## config.mk

```make
export PLATFORM = sky130hd
export DESIGN_NAME = ex_stage_pipe
export DESIGN_NICKNAME = d
export VERILOG_FILES = /design/src/rtl/ex_stage_pipe.sv
export SDC_FILE = /design/constraint.sdc
export NUM_CORES = 1
export LEC_CHECK = 0
export BUFFER_PORTS_ARGS = -buffer_cell sky130_fd_sc_hd__buf_2
export CAP_MARGIN = 25
export CORE_MARGIN = 2
export CORE_UTILIZATION = 61
export DETAILED_ROUTE_END_ITERATION = 7
export HOLD_SLACK_MARGIN = 0.12
export PLACE_DENSITY_LB_ADDON = 0.3
export SETUP_SLACK_MARGIN = 0.2
export SYNTH_ARGS = -nofsm -noshare
export SYNTH_HDL_FRONTEND = slang
export SYNTH_SLANG_ARGS = --single-unit
```

## constraint.sdc

```tcl
create_clock -name clk -period 3.9 [get_ports clk]
set_input_delay 0.39 -clock clk [delete_from_list [all_inputs] [get_ports clk]]
set_output_delay 0.39 -clock clk [all_outputs]
set_load 0.1 [all_outputs]
```

## src/rtl/ex_stage_pipe.sv

```systemverilog
// ex_stage_pipe: registered EX stage with forwarding muxes, ALU, branch-target
// adder, valid/ready handshakes on both sides and an optional iterative
// multiply/divide unit (enabled by defining EX_MULDIV_EN). Without the macro,
// md_en ops complete in one cycle with result 0 and busy stays low.
module ex_stage_pipe #(
    parameter int WORD_SIZE = 32,
    parameter int ADDR_SIZE = 32,
    parameter int NUM_REGS  = 32,
    parameter int REG_SEL   = $clog2(NUM_REGS),
    parameter int BR_SHIFT  = 2
) (
    input  logic                 clk,
    input  logic                 rst_n,
    input  logic                 flush,
    input  logic                 in_valid,
    output logic                 in_ready,
    input  logic [ADDR_SIZE-1:0] pc,
    input  logic [WORD_SIZE-1:0] data1,
    input  logic [WORD_SIZE-1:0] data2,
    input  logic [WORD_SIZE-1:0] wb_forward1,
    input  logic [WORD_SIZE-1:0] wb_forward2,
    input  logic [WORD_SIZE-1:0] mem_forward1,
    input  logic [WORD_SIZE-1:0] mem_forward2,
    input  logic [1:0]           sel_forward1,
    input  logic [1:0]           sel_forward2,
    input  logic [REG_SEL-1:0]   rd,
    input  logic [WORD_SIZE-1:0] immd,
    input  logic [3:0]           alu_op,
    input  logic                 alu_src,
    input  logic                 md_en,
    input  logic [2:0]           md_op,
    input  logic [1:0]           data_size,
    input  logic                 data_sign,
    output logic                 out_valid,
    input  logic                 out_ready,
    output logic [WORD_SIZE-1:0] result,
    output logic [WORD_SIZE-1:0] save_data,
    output logic                 zero,
    output logic [ADDR_SIZE-1:0] branch_target,
    output logic [REG_SEL-1:0]   rd_out,
    output logic [1:0]           data_size_out,
    output logic                 data_sign_out,
    output logic                 busy
);

    localparam int SH_W = $clog2(WORD_SIZE);

`ifdef EX_MULDIV_EN
    typedef enum logic [1:0] {IDLE, MD_BUSY, HOLD} state_t;
`else
    typedef enum logic [1:0] {IDLE, HOLD} state_t;
`endif

    state_t                 state;
    logic [WORD_SIZE-1:0]   op_a, fwd_b, op_b, alu_res, fast_res;
    logic [ADDR_SIZE-1:0]   bt_calc;
    logic                   accept;

    assign in_ready = (state == IDLE) & (~out_valid | out_ready);
    assign accept   = in_valid & in_ready & ~flush;
    assign op_b     = alu_src ? immd : fwd_b;
    assign bt_calc  = pc + (ADDR_SIZE'($signed(immd)) << BR_SHIFT);

    // Operand forwarding muxes; select 11 falls back to the register file.
    always_comb begin
        // NOTE: every combinational output gets a default first so no latch is inferred.
        op_a  = data1;
        fwd_b = data2;
        case (sel_forward1)
            2'b01:   op_a = wb_forward1;
            2'b10:   op_a = mem_forward1;
            default: op_a = data1;
        endcase
        case (sel_forward2)
            2'b01:   fwd_b = wb_forward2;
            2'b10:   fwd_b = mem_forward2;
            default: fwd_b = data2;
        endcase
    end

    // Single-cycle ALU; undefined opcodes produce zero.
    always_comb begin
        alu_res = '0;
        case (alu_op)
            4'b0000: alu_res = op_a + op_b;
            4'b1000: alu_res = op_a - op_b;
            4'b0001: alu_res = op_a << op_b[SH_W-1:0];
            4'b0010: alu_res = {{(WORD_SIZE-1){1'b0}}, $signed(op_a) < $signed(op_b)};
            4'b0011: alu_res = {{(WORD_SIZE-1){1'b0}}, op_a < op_b};
            4'b0100: alu_res = op_a ^ op_b;
            4'b0101: alu_res = op_a >> op_b[SH_W-1:0];
            4'b1101: alu_res = $signed(op_a) >>> op_b[SH_W-1:0];
            4'b0110: alu_res = op_a | op_b;
            4'b0111: alu_res = op_a & op_b;
            default: alu_res = '0;
        endcase
    end

`ifdef EX_MULDIV_EN
    assign fast_res = alu_res;

    logic [WORD_SIZE-1:0]   md_acc, md_lo, md_b, md_a;
    logic [SH_W-1:0]        md_cnt;
    logic [2:0]             md_op_q;
    logic                   md_neg_q, md_neg_r, md_div0;
    logic                   a_signed, b_signed, a_neg, b_neg;
    logic [WORD_SIZE-1:0]   a_mag, b_mag, acc_nx, lo_nx, md_final;
    logic [WORD_SIZE:0]     mul_sum, div_shift, div_trial;
    logic [2*WORD_SIZE-1:0] prod, prod_s;

    assign a_signed = md_op inside {3'b001, 3'b010, 3'b100, 3'b110};
    assign b_signed = md_op inside {3'b001, 3'b100, 3'b110};
    assign a_neg    = a_signed & op_a[WORD_SIZE-1];
    assign b_neg    = b_signed & op_b[WORD_SIZE-1];
    assign a_mag    = a_neg ? -op_a : op_a;
    assign b_mag    = b_neg ? -op_b : op_b;

    // One iteration of shift-add multiply or restoring divide on magnitudes,
    // plus the sign/special-case fixup used on the final iteration.
    always_comb begin
        mul_sum   = {1'b0, md_acc} + (md_lo[0] ? {1'b0, md_b} : '0);
        div_shift = {md_acc, md_lo[WORD_SIZE-1]};
        div_trial = div_shift - {1'b0, md_b};
        if (md_op_q[2]) begin
            acc_nx = div_trial[WORD_SIZE] ? div_shift[WORD_SIZE-1:0] : div_trial[WORD_SIZE-1:0];
            lo_nx  = {md_lo[WORD_SIZE-2:0], ~div_trial[WORD_SIZE]};
        end else begin
            acc_nx = mul_sum[WORD_SIZE:1];
            lo_nx  = {mul_sum[0], md_lo[WORD_SIZE-1:1]};
        end
        prod   = {acc_nx, lo_nx};
        prod_s = md_neg_q ? -prod : prod;
        case (md_op_q)
            3'b000:         md_final = prod_s[WORD_SIZE-1:0];
            3'b100, 3'b101: md_final = md_div0 ? '1 : (md_neg_q ? -lo_nx : lo_nx);
            3'b110, 3'b111: md_final = md_div0 ? md_a : (md_neg_r ? -acc_nx : acc_nx);
            default:        md_final = prod_s[2*WORD_SIZE-1:WORD_SIZE];
        endcase
    end
`else
    assign fast_res = md_en ? '0 : alu_res;
    logic unused_md_op;
    assign unused_md_op = ^md_op;
`endif

    // Control FSM and registered output slot; flush kills both the in-flight
    // op and the output slot and wins over a simultaneous accept.
    always_ff @(posedge clk or negedge rst_n) begin
        // NOTE: sequential state uses non-blocking assignments so every flop samples pre-edge values.
        if (!rst_n) begin
            state         <= IDLE;
            out_valid     <= 1'b0;
            busy          <= 1'b0;
            result        <= '0;
            save_data     <= '0;
            zero          <= 1'b0;
            branch_target <= '0;
            rd_out        <= '0;
            data_size_out <= '0;
            data_sign_out <= 1'b0;
`ifdef EX_MULDIV_EN
            md_acc   <= '0;
            md_lo    <= '0;
            md_b     <= '0;
            md_a     <= '0;
            md_cnt   <= '0;
            md_op_q  <= '0;
            md_neg_q <= 1'b0;
            md_neg_r <= 1'b0;
            md_div0  <= 1'b0;
`endif
        end else if (flush) begin
            state     <= IDLE;
            out_valid <= 1'b0;
            busy      <= 1'b0;
        end else begin
            unique case (state)
                IDLE: begin
                    if (accept) begin
                        // Passthroughs load at accept; the old slot drains this same edge.
                        save_data     <= fwd_b;
                        branch_target <= bt_calc;
                        rd_out        <= rd;
                        data_size_out <= data_size;
                        data_sign_out <= data_sign;
`ifdef EX_MULDIV_EN
                        if (md_en) begin
                            state     <= MD_BUSY;
                            busy      <= 1'b1;
                            out_valid <= 1'b0;
                            md_acc    <= '0;
                            md_lo     <= a_mag;
                            md_b      <= b_mag;
                            md_a      <= op_a;
                            md_cnt    <= '0;
                            md_op_q   <= md_op;
                            md_neg_q  <= a_neg ^ b_neg;
                            md_neg_r  <= a_neg;
                            md_div0   <= (op_b == '0);
                        end else
`endif
                        begin
                            result    <= fast_res;
                            zero      <= (fast_res == '0);
                            out_valid <= 1'b1;
                            state     <= out_ready ? IDLE : HOLD;
                        end
                    end else if (out_ready) begin
                        out_valid <= 1'b0;
                    end
                end
                HOLD: begin
                    if (out_ready) begin
                        out_valid <= 1'b0;
                        state     <= IDLE;
                    end
                end
`ifdef EX_MULDIV_EN
                MD_BUSY: begin
                    md_acc <= acc_nx;
                    md_lo  <= lo_nx;
                    md_cnt <= md_cnt + 1'b1;
                    if (md_cnt == SH_W'(WORD_SIZE - 1)) begin
                        result    <= md_final;
                        zero      <= (md_final == '0);
                        out_valid <= 1'b1;
                        busy      <= 1'b0;
                        state     <= out_ready ? IDLE : HOLD;
                    end
                end
`endif
                default: state <= IDLE;
            endcase
        end
    end

endmodule

```

==> results of run 1 <==
-- timing repair --
action	CTS
resized for setup	209
cloned	2
pin swaps	84
hold buffers	1
buffers inserted	42
hold endpoints to repair	55
endpoints found under the setup margin	30
-- metrics by stage --
stage | setup TNS [ps] | setup slack (ps)
4_1_cts | -2400 | -482
3_3_place_gp | -14130 | -1170
3_5_place_dp | -19370 | -1360
2_1_floorplan | -3100 | -776
-- synth_stat cells (all sizes together) (30+ instances only) --
master	count	area share (%)
a211oi	30	1.4
nor3	61	1.9
nand2	330	7.8
o21ai	240	7.6
a21oi	172	5.4
a22oi	59	2.8
ha	130	10
clkbuf	115	2.7
nor2	191	4.5
mux2i	114	7.3
nand3	30	0.94
a221o	32	2.0
dfrtp	107	17
inv	113	2.7
o22ai	46	1.9
buf	44	1.8
-- kinds of logic after synthesis --
| group | synth area share, % |
|---|---|
| AO/OA/AOI/OAI | 34.3 |
| XOR/XNOR | 2.59 |
| adder cells (fa/ha/maj) | 10.6 |
| buffers and inverters | 7.18 |
| flip-flops | 16.9 |
| multiplexers | 8.06 |
| other | 0.0236 |
| AND/OR/NAND/NOR | 20.4 |
-- routing by layer --
metal	GRT overflow	GRT usage, %
met2	734	110
met4	332	103
met1	71	88.5
met5	8	70.8
met3	60	81.3
==> out/results.md, run 1 <==
| Result | Reported | Unit |
|---|---|---|
| Sinks on Clock Net | 107 | - |
| Main flop type after synthesis | sky130_fd_sc_hd__dfrtp_1 | - |
| Post-synthesis sequential area ratio | 16.9 | % |
| Clk Tree Root Cell | sky130_fd_sc_hd__clkbuf_16 | - |
| Number of buffers inserted during clock tree synthesis | 9 | - |
| Cell area after synthesis | 15900 | sq um |
| Placed cell areas | 22200 | sq um |
| All-layer global routing usage | 94.5 | % |
| CTS H-tree depth | 3 | - |
| Pin count of the biggest net entering global routing | 119 | - |
| Status | stopped before the end | - |
| Synth Area per Inst | 7.05 | sq um |
| Number of storage elements in the synthesis netlist | 107 | - |
| Wire length of the first global-routing pass | 197000 | microns |
| CTS max path bufs | 2 | - |
| Gr ovfl total | 1205 | - |
| Detailed placer's ending HPWL | 68000 | microns |
| Post-Syn Instances | 2255 | - |
| Vias in the first global route | 31.8k | - |
| Die Y-Extent | 165 | microns |
| Last stage reached | global routing (5_1_grt) | - |
| Number of distinct library cells after synthesis | 92 | - |
| Std cell rows | 59 | - |
| Count of placed standard cells including taps | 3395 | - |
| Number of buffer cells added on primary ports | 385 | - |
| Top-level port count | 390 | - |
| Number of warnings reported in the yosys synthesis log | 0 | - |
| Post-Synthesis Net Count | 2670 | - |
| Error that stopped the run | [ERROR GRT-0116] Global routing finished with congestion. Check the congestion regions in the DRC Viewer. | - |
| DIE WIDTH | 165 | microns |
| Starting utilization of the core area | 61.5 | % |
| Final GP Congestion | 1.29 | - |
| EDFF count, synth | 0 | - |
| Ys async rst share | 100 | % |
==> run 2, diff against run 1 <==
--- a/config.mk
+++ b/config.mk
@@ -8,11 +8,9 @@
 export BUFFER_PORTS_ARGS = -buffer_cell sky130_fd_sc_hd__buf_2
 export CAP_MARGIN = 25
 export CORE_MARGIN = 2
-export CORE_UTILIZATION = 61
+export CORE_UTILIZATION = 40
 export DETAILED_ROUTE_END_ITERATION = 7
-export HOLD_SLACK_MARGIN = 0.12
-export PLACE_DENSITY_LB_ADDON = 0.3
-export SETUP_SLACK_MARGIN = 0.2
+export PLACE_DENSITY_LB_ADDON = 0.15
 export SYNTH_ARGS = -nofsm -noshare
 export SYNTH_HDL_FRONTEND = slang
 export SYNTH_SLANG_ARGS = --single-unit
==> run 2 against run 1 <==
The flow now finishes, with violations (setup timing). Synthesized area unchanged. Synthesized cell count unchanged.
==> out/results.md, run 2 <==
| Result | Reported | Unit | Delta |
|---|---|---|---|
| Status | finished with violations | - |  |
| Violations in the final reports | setup timing | - |  |
| Number of warnings reported in the yosys synthesis log | 0 | - | unchanged |
| Remaining antenna violation count | 0 | - |  |
| Gr ovfl total | 0 | - |  |
| Clock transition at the registers of the reported paths | 80 | ps |  |
| Max-capacitance violation count | 0 | - |  |
| Detailed placer's ending HPWL | 77400 | microns | +14% |
| Number of diodes added for antenna fixing | 0 | - |  |
| Commonest non-fill, non-tap cell in the layout | sky130_fd_sc_hd__buf_4 | - |  |
| Number of buffer cells added on primary ports | 385 | - | unchanged |
| All-layer global routing usage | 43.7 | % |  |
| Post-Syn Instances | 2255 | - | unchanged |
| Setup Crit Path Kind | in2reg | - |  |
| Critical path depth | 26 | - |  |
| DIE WIDTH | 203 | microns | +23% |
| Routed wire length | 96200 | microns |  |
| Worst setup slack for register-to-register paths | 1150 | ps |  |
| Total number of nets in the final design | 3704 | - |  |
| Req. time, crit path | 4210 | ps |  |
| Worst min path class | in2async | - |  |
| Buffers & Inverters on Critical Path | 8 | - |  |
| Average routed wire per standard cell | 25.2 | microns |  |
| Relative slew slack | 38.1 | % |  |
| Number of storage elements in the synthesis netlist | 107 | - | unchanged |
| Final clock period utilization by the worst path | 117 | % |  |
| Std cell rows | 73 | - | +24% |
| Worst reg2reg endpoint | zero | - |  |
| Post-synthesis sequential area ratio | 16.9 | % | unchanged |
| Area enclosed by the die boundary | 41300 | sq um |  |
| Final total negative setup slack | -3100 | ps |  |
| Cell-internal power | 4.77 | mW |  |
| Sort of element at the end of the critical path | flip-flop | - |  |
| Final setup skew | 8.32 | ps |  |
| Die Y-Extent | 203 | microns | +23% |
| Cell type with the highest aggregate area in the netlist | sky130_fd_sc_hd__dfrtp_1 | - |  |
| Vias in the first global route | 22.0k | - |  |
| Pin slew with the least headroom to its limit | 915 | ps |  |
| Highest-count cells in the layout ignoring fill and taps | sky130_fd_sc_hd__buf_4, sky130_fd_sc_hd__buf_2, sky130_fd_sc_hd__nand2_1 | - |  |
| EDFF count, synth | 0 | - | unchanged |
| Vias after detailed routing | 23.3k | - |  |
| Number of buffers inserted during clock tree synthesis | 9 | - | unchanged |
| Clock Power Share | 9.2 | % |  |
| CTS H-tree depth | 3 | - | unchanged |
| Share of final-layout standard cells stronger than drive strength 1 | 45.1 | % |  |
| Wire length of the first global-routing pass | 136000 | microns |  |
| Post-cts hold buffer count | 0 | - | -1 |
| Number of antenna violations at the first check in global routing | 2 | - |  |
| Synth top area share | 16.9 | % | unchanged |
| Clock latency on the worst-skew pair | 370 | ps |  |
| Number of remaining DRC errors | 0 | - |  |
| Arrival time worst endpoint | 4890 | ps |  |
| Number of distinct library cells after synthesis | 92 | - | unchanged |
| Final-report setup violation count | 13 | - |  |
| Post-Synthesis Net Count | 2670 | - | unchanged |
| Area contributors post-synth | sky130_fd_sc_hd__dfrtp_1, sky130_fd_sc_hd__ha_1, sky130_fd_sc_hd__nand2_1, sky130_fd_sc_hd__mux2i_1, sky130_fd_sc_hd__o21ai_0 | - |  |
| Post-layout util | 66.6 | % |  |
| Largest registers | branch_target x32, result x32, save_data x32 | - |  |
| Post-route insts no fill | 3819 | - |  |
| Area of the placeable core | 39500 | sq um |  |
| Top-level port count | 390 | - | unchanged |
| Pin count of the biggest net entering global routing | 128 | - |  |
| Beginning of the critical path | sel_forward1[1] | - |  |
| Synth Area per Inst | 7.05 | sq um | unchanged |
| Switching power of the nets | 5.59 | mW |  |
| Number of slew-limit violations in the final report | 0 | - |  |
| Count of placed standard cells including taps | 3728 | - | +9.8% |
| Via-per-instance ratio | 6.10 | - |  |
| Starting utilization of the core area | 40.3 | % | -21 points |
| Cell leakage power | 12.8 | nW |  |
| TritonCTS clock tree | built | - |  |
| CP peak stage delay | 420 | ps |  |
| Ys async rst share | 100 | % | unchanged |
| CTS max path bufs | 2 | - | unchanged |
| Cell class contributing the biggest share of worst-path delay | compound AO/OA/AOI/OAI gates | - |  |
| Cell area after synthesis | 15900 | sq um | unchanged |
| Critical path peak fanout | 6 | - |  |
| Detailed Route Iter0 Violations | 2607 | - |  |
| Most used cell along the critical path | sky130_fd_sc_hd__buf_4 | - |  |
| Logic gate share of total power | 77.0 | % |  |
| Top cells by count, synth | sky130_fd_sc_hd__nand2_1, sky130_fd_sc_hd__o21ai_0, sky130_fd_sc_hd__nor2_1 | - |  |
| Cell with the biggest individual delay on the critical path | sky130_fd_sc_hd__a21boi_0 | - |  |
| F_max | 218 | MHz |  |
| RR Startpoint | state[0] | - |  |
| Final hold violation count | 0 | - |  |
| Main flop type after synthesis | sky130_fd_sc_hd__dfrtp_1 | - |  |
| Count of cells along the worst register-to-register path | 10 | - |  |
| Critical Path Start Type | input port | - |  |
| Share of power burned in registers | 13.8 | % |  |
| Minimum setup slack in the final design | -679 | ps |  |
| Pwr Density | 394 | nW/um^2 |  |
| Switching power share of the total | 54.0 | % |  |
| Final critical-path required period | 4580 | ps |  |
| Sinks on Clock Net | 107 | - | unchanged |
| Most numerous cell in the Yosys netlist | sky130_fd_sc_hd__nand2_1 | - |  |
| Final GP Congestion | 1.08 | - | -16% |
| Length of the first detailed-routing pass in iterations | 6 | - |  |
| Clk Tree Root Cell | sky130_fd_sc_hd__clkbuf_16 | - |  |
| RSZ-0062 raised after global routing | yes | - |  |
| Relative area change from synthesis to final layout | 65.5 | % |  |
| Capture point of the critical path | zero | - |  |
| Largest vdd supply drop | 344 | uV |  |
[run 2: cell counts after synthesis]
No cell type changed its count.
[run 2: kinds of logic after synthesis]
logic type	count (synthesis)	synth area share, %
AOI/OAI and AO/OA	831	34.3
muxes	125	8.06
DFF	107	16.9
buffers and inverters	273	7.18
other	1	0.0236
adders and majority gates	133	10.6
and+or+nand+nor	738	20.4
xor gates and xnor gates	47	2.59
[run 2: what timing repair did]
action	CTS	global route
pin swaps	73	108
resized for setup	198	215
endpoints found under the setup margin	26	27
gates cloned	0	0
setup buffers	35	48
[run 2: final cells by class]
| type | count | area [sq um] |
|---|---|---|
| clock buffers | 9 | 225 |
| well taps | 525 | 657 |
| repair buffers | 1182 | 8420 |
| flip-flops and latches | 107 | 2680 |
| clock inverters | 7 | 91.3 |
| inverters | 114 | 447 |
| fillers | 3377 | 13200 |
| multi-input cells | 1875 | 13800 |
[run 2: how the worst min path moves through the flow]
stage | to | slack [ps] | depth (start not counted)
3_5_place_dp | data_size_out[0] | 460 | 2
4_1_cts | branch_target[3] | 130 | 1
6_report | result[28] | 110 | 1
2_1_floorplan | branch_target[0] | 90 | 0
3_3_place_gp | rd_out[4] | 450 | 2
5_1_grt | result[28] | 170 | 1
[run 2: layer usage]
layer	routed length, microns	global-route usage [%]	up-vias
li1	-	-	10400
met1	36800	54.6	11000
met2	42700	69.6	1530
met3	9070	7.33	363
met4	7560	28.5	2
met5	12	0	-
[run 2: power by group through the flow]
stage / Clock [mW] / Combinational [mW] / Sequential, mW
after floorplan: 0 / 2.58 / 2.86
after global placement: 0 / 6.89 / 1.44
after detailed placement: 0 / 6.93 / 1.45
after CTS: 0.966 / 7.36 / 1.42
after global routing: 1.02 / 8.29 / 1.44
final: 0.955 / 7.98 / 1.43
[run 2: through the flow]
step           hold slack, ps  power, mW  setup slack (ps)  area, sq um
2_1_floorplan            94.4       5.45              -776        16200
3_3_place_gp              454       8.32             -1490        23600
3_5_place_dp              457       8.38             -1490        23600
4_1_cts                   132       9.75              -709        25000
5_1_grt                   169       10.7              -753        26300
6_report                  106       10.4              -679        26300
Power figures use the tool's default switching activity.
